File: config.mk
export PLATFORM = sky130hd
export DESIGN_NAME = byte_word_assembler
export DESIGN_NICKNAME = d
export VERILOG_FILES = /design/src/rtl/byte_word_assembler.sv
export SDC_FILE = /design/constraint.sdc
export NUM_CORES = 1
export LEC_CHECK = 0
export ABC_AREA = 1
export ABC_CLOCK_PERIOD_IN_PS = 1760
export BUFFER_PORTS_ARGS = -buffer_cell sky130_fd_sc_hd__buf_2
export CAP_MARGIN = 10
export CORE_UTILIZATION = 55
export DETAILED_ROUTE_END_ITERATION = 12
export PLACE_DENSITY = 0.8
export SLEW_MARGIN = 10
export SYNTH_ARGS = -nofsm -noshare
export SYNTH_HDL_FRONTEND = slang
export SYNTH_SLANG_ARGS = --single-unit
File: constraint.sdc
create_clock -name clk -period 1.76 [get_ports clk]
set_input_delay 0.176 -clock clk [delete_from_list [all_inputs] [get_ports clk]]
set_output_delay 0.176 -clock clk [all_outputs]
set_load 0.01 [all_outputs]
File: src/rtl/byte_word_assembler.sv
`default_nettype none
// ============================================================================
//  Module   : byte_word_assembler
//  Purpose  : Packs a stream of 8-bit bytes into 16-bit words and presents
//             each word on data_out with a single-cycle data_en strobe.
//             A partial word whose second byte is late is dropped, and this
//             is reported with a single-cycle timeout_err strobe.
//  Ports    : clk          - system clock, rising edge
//             rst          - asynchronous reset, active-high
//             byte_in      - incoming byte, qualified by byte_valid
//             byte_valid   - one byte taken per cycle it is high
//             sync_clear   - synchronous resync, drops any partial word
//             data_out     - last assembled word, held between words
//             data_en      - data_out is new this cycle
//             timeout_err  - partial word dropped on timeout
//             word_cnt     - words emitted since reset, wraps
//  Revision : 1.0 - initial release
// ============================================================================
module byte_word_assembler #(
  parameter int LSB_FIRST = 1,
  parameter int TIMEOUT   = 1000,
  parameter int CNT_W     = 16
) (
  input  logic             clk,
  input  logic             rst,
  input  logic [7:0]       byte_in,
  input  logic             byte_valid,
  input  logic             sync_clear,
  output logic [15:0]      data_out,
  output logic             data_en,
  output logic             timeout_err,
  output logic [CNT_W-1:0] word_cnt
);

  // Timer counts idle cycles spent waiting for the second byte. With
  // TIMEOUT=0 the timer is never compared, so it is kept at one bit.
  localparam int c_TW        = (TIMEOUT == 0) ? 1 : $clog2(TIMEOUT + 1);
  localparam int c_TMO_LAST_I = (TIMEOUT > 0) ? (TIMEOUT - 1) : 0;
  localparam logic [c_TW-1:0] c_TMO_LAST = c_TW'(c_TMO_LAST_I);

  typedef enum logic [0:0] {
    S_FIRST  = 1'b0,
    S_SECOND = 1'b1
  } state_t;

  state_t            r_state, w_state_nxt;
  logic [7:0]        r_hold, w_hold_nxt;
  logic [c_TW-1:0]   r_timer, w_timer_nxt;
  logic [15:0]       r_data_out, w_data_out_nxt;
  logic              r_data_en, w_data_en_nxt;
  logic              r_timeout_err, w_timeout_err_nxt;
  logic [CNT_W-1:0]  r_word_cnt, w_word_cnt_nxt;
  logic [15:0]       w_word;

  // Byte ordering of the assembled word
  generate
    if (LSB_FIRST != 0) begin : g_lsb_first
      assign w_word = {byte_in, r_hold};
    end else begin : g_msb_first
      assign w_word = {r_hold, byte_in};
    end
  endgenerate

  always_ff @(posedge clk or posedge rst) begin
    if (rst) begin
      r_state       <= S_FIRST;
      r_hold        <= '0;
      r_timer       <= '0;
      r_data_out    <= '0;
      r_data_en     <= 1'b0;
      r_timeout_err <= 1'b0;
      r_word_cnt    <= '0;
    end else begin
      r_state       <= w_state_nxt;
      r_hold        <= w_hold_nxt;
      r_timer       <= w_timer_nxt;
      r_data_out    <= w_data_out_nxt;
      r_data_en     <= w_data_en_nxt;
      r_timeout_err <= w_timeout_err_nxt;
      r_word_cnt    <= w_word_cnt_nxt;
    end
  end

  always_comb begin
    w_state_nxt       = r_state;
    w_hold_nxt        = r_hold;
    w_timer_nxt       = r_timer;
    w_data_out_nxt    = r_data_out;
    w_data_en_nxt     = 1'b0;
    w_timeout_err_nxt = 1'b0;
    w_word_cnt_nxt    = r_word_cnt;

    if (sync_clear) begin
      // Resync wins over any byte arriving in the same cycle
      w_state_nxt = S_FIRST;
      w_timer_nxt = '0;
      w_hold_nxt  = '0;
    end else begin
      case (r_state)
        S_FIRST: begin
          if (byte_valid) begin
            w_hold_nxt  = byte_in;
            w_timer_nxt = '0;
            w_state_nxt = S_SECOND;
          end
        end
        S_SECOND: begin
          if (byte_valid) begin
            // A second byte on the last allowed cycle still completes the word
            w_data_out_nxt = w_word;
            w_data_en_nxt  = 1'b1;
            w_word_cnt_nxt = r_word_cnt + CNT_W'(1);
            w_state_nxt    = S_FIRST;
          end else if ((TIMEOUT != 0) && (r_timer == c_TMO_LAST)) begin
            w_hold_nxt        = '0;
            w_timer_nxt       = '0;
            w_timeout_err_nxt = 1'b1;
            w_state_nxt       = S_FIRST;
          end else if (r_timer != {c_TW{1'b1}}) begin
            // Saturating, so a disabled timeout can idle forever
            w_timer_nxt = r_timer + c_TW'(1);
          end
        end
        default: begin
          w_state_nxt = S_FIRST;
        end
      endcase
    end
  end

  assign data_out    = r_data_out;
  assign data_en     = r_data_en;
  assign timeout_err = r_timeout_err;
  assign word_cnt    = r_word_cnt;

endmodule
`default_nettype wire
==> summary.md <==
| Metric | Value |
|---|---|
| Dominant combinational cell family by area after synthesis | `simple AND/OR/NAND/NOR gates` |
| Net count after synthesis | `324` |
| Synthesized area divided by synthesized cell count | `8.278 µm²` |
| Fin util | `0.6695` |
| Total of max-cap violations | `0` |
| Category of the most critical setup path | `register to register` |
| Nets | `376` |
| Launching element type of the critical path | `register` |
| Number of design rule violations left after detail routing | `0` |
| Number of antenna violations at the first check in global routing | `0` |
| WL per Instance | `12.61 µm` |
| Initial detailed-routing violation count | `179` |
| Final-report setup violation count | `0` |
| Global-route wire length before repair | `9018 µm` |
| Area fraction in compound gates after synthesis | `0.04388` |
| Final total negative setup slack | `0 ns` |
| Number of placement rows | `24` |
| Leading register cell type out of synthesis | `dfrtp_1` |
| Number of max-slew violations in the final report | `0` |
| Cell taking the most area after synthesis | `dfrtp_1` |
| Clk buf depth | `2` |
| Number of global-route vias before repair | `1973` |
| Routed via count | `2133` |
| Endpoint of the most critical register-to-register path | `r_hold[7]` |
| Final Hold Fails | `0` |
| WHS Endpoint | `data_out[11]` |
| Final wirelength | `5233 µm` |
| Critical Path Sink Type | `register` |
| Area share of fa/ha/maj cells after synthesis | `0.009751` |
| Number of enable flip-flop cells after synthesis | `0` |
| Xor-xnor portion of the synthesized cell area | `0.04437` |
| Longest individual stage delay on the worst path | `0.44 ns` |
| Setup repair after global routing missed its margin | `false` |
| Simple-gate share of the synthesized area | `0.3218` |
| Number of levels the H-tree was split into | `2` |
| Outcome | `completed` |
| Number of ports placed on the die boundary | `46` |
| Grt ovf | `0` |
| Flops & latches, synth | `53` |
| Clock input transition at the sequential cells of the worst setup and hold paths | `0.10 ns` |
| # resized after CTS | `0` |
| Post-synthesis sequential area ratio | `0.5168` |
| Actual slew at the worst max-slew pin | `0.5286 ns` |
| Post-synthesis cell count | `310` |
| Area growth from synthesis to final layout | `15.16%` |
| DR pass1 iterations | `4` |
| Slowest CP cell | `dfrtp_1` |
| Tightest Hold Check Type | `input port to register` |
| Proportion of synthesized area in mux cells | `0` |
| Area share of the largest cell type after synthesis | `0.5168` |
| Starting utilization of the core area | `0.5813` |
| Timing-limited maximum frequency | `0.6420 GHz` |
| Overall routing resource usage | `0.2332` |
| Worst-path maximum fanout | `16` |
| Number of setup buffers added after CTS | `0` |
| Peak ir drop on the vdd network | `0.0005474 V` |
| Largest net degree at the start of global routing | `23` |
| Placeable core region | `4414 µm²` |
| Number of input and output port buffers inserted | `45` |
| Minimum period implied by the final worst setup slack | `1.558 ns` |
| Synth warnings | `0` |
| Clock net sink count | `53` |
| Hold Crit Start | `byte_in[3]` |
| Power density relative to cell area | `911.7 nW/µm²` |
| Root Buffer Master | `clkbuf_8` |
| Die span in y | `70.31 µm` |
| Via density per instance | `5.140` |
| Die ar. | `4943 µm²` |
| Share of cells above drive strength 1 | `0.2259` |
| Required time of the critical path | `1.97 ns` |
| Post-DRT Antenna Nets | `0` |
| Reg2Reg Launch Point | `r_timer[0]` |
| Rel. slew slack | `0.6463` |
| Path depth of the worst reg2reg path | `8` |
| Post-route clock period utilization | `0.8851` |
| Endpoint arrival time on the critical path | `1.77 ns` |
| Number of buffers created by CTS | `5` |
| Series of cell instances along the critical path | `ha_1, nand2_1, inv_1, nand3_2, nand2_4, nand2_4, nand2_1, o21ai_2` |
| Leakage power summed over all cells | `1.600 nW` |
| Number of unique standard cell types used by synthesis | `25` |
| Clock latency on the worst-skew pair | `0.31 ns` |
| Placer congestion estimate | `1.017` |
| Synth top area cells | `dfrtp_1, nand2_1, inv_1, nor2_1, o21ai_2` |
| CTS tree | `built` |
| Width of the die | `70.31 µm` |
| Count of cells along the worst hold path | `3` |
| Post-DP HPWL | `3772 µm` |
| Async set or reset register ratio after synthesis | `1.000` |
| R2r setup slk | `0.20 ns` |
| Ant. Diodes | `0` |
| Combined area of all synthesized cells | `2566 µm²` |
| Clock skew after layout | `0.005041 ns` |
[report_power, final]
group	switching, mW	internal [mW]
clock	0.412	0.364
sequential	0.113	1.35
combinational	0.268	0.186
[sequential cells by signal, indices dropped and copies added, names as in the netlist]
| register | flops |
|---|---|
| data_en | 1 |
| data_out | 16 |
| r_hold | 8 |
| r_state | 1 |
| r_timer | 10 |
| timeout_err | 1 |
| word_cnt | 16 |
[cell families after synthesis]
group	after synthesis
and+or+nand+nor	191
DFF	53
xor gates and xnor gates	13
buffers and inverters	35
AOI/OAI and AO/OA	16
adders and majority gates	2
[through the flow]
| step | std cells | worst slack [ns] | hold WS [ns] | instance area (µm²) | total power [mW] |
|---|---|---|---|---|---|
| detailed placement | 406 | 0.2449 | 0.2191 | 2840 | 1.938 |
| CTS | 415 | 0.2254 | 0.07119 | 2955 | 2.713 |
| global placement | 406 | 0.3082 | 0.2114 | 2840 | 1.923 |
| finish | 415 | 0.2023 | 0.07593 | 2955 | 2.694 |
| floorplan | 310 | 0.2978 | 0.2492 | 2566 | 1.751 |
| global route | 415 | 0.06672 | 0.08993 | 2955 | 2.818 |
[placed cells by master, fill, tap and decap left out, types with 3 or more instances in the layout]
master      n
nand2_1   129
dfrtp_1    53
buf_2      45
inv_1      26
nor2_1     24
nand3_1    12
nand4_1     8
o21ai_2     8
xor2_1      7
clkbuf_8    7
xnor2_1     6
nor3_1      5
buf_4       5
nor2_2      4
o21ai_0     4
inv_2       3
nand3_2     3
[worst max-delay path by stage]
stage | cells after the start | from | to
after floorplan | 1 | rst | data_en
after global placement | 7 | r_timer[0] | r_timer[1]
after detailed placement | 8 | r_timer[0] | r_hold[7]
after CTS | 8 | r_timer[0] | r_hold[7]
after global routing | 8 | r_timer[0] | r_hold[5]
final | 8 | r_timer[0] | r_hold[7]
[timing repair]
| item | CTS | global route |
|---|---|---|
| endpoints found under the setup margin | 0 | 0 |
| hold buffers | 1 | 0 |
| endpoints found under the hold margin | 19 | 0 |
[cell usage after synthesis (3+ instances only)]
| master | count |
|---|---|
| nand2_1 | 129 |
| dfrtp_1 | 53 |
| inv_1 | 27 |
| nor2_1 | 24 |
| nand3_1 | 12 |
| nand4_1 | 8 |
| o21ai_2 | 8 |
| xor2_1 | 7 |
| xnor2_1 | 6 |
| nor3_1 | 5 |
| nor2_2 | 4 |
| o21ai_0 | 4 |
| buf_6 | 3 |
| nand3_2 | 3 |
[worst max-delay path: cells and delay by family (launching register included)]
family | cells | cell delay (ns)
AOI/OAI and AO/OA | 1 | 0.05
and+or+nand+nor | 5 | 0.63
adders and majority gates | 1 | 0.19
buffers and inverters | 1 | 0.14
DFF | 1 | 0.44
[final cells by class]
| cell class | instances | area (µm²) |
|---|---|---|
| fillers | 363 | 1459 |
| flip-flops and latches | 53 | 1326 |
| multi-input cells | 222 | 1077 |
| repair buffers | 51 | 272.8 |
| inverters | 29 | 108.9 |
| clock buffers | 7 | 96.34 |
| well taps | 52 | 65.06 |
| clock inverters | 1 | 8.758 |
[per-layer routing]
metal,routed length (µm),track usage,vias up
met5,0,0,-
met4,91,0.08889,0
met3,275,0.05195,8
met2,2451,0.3746,68
met1,2413,0.3081,991
li1,-,-,1066
Power figures use the tool's default switching activity.
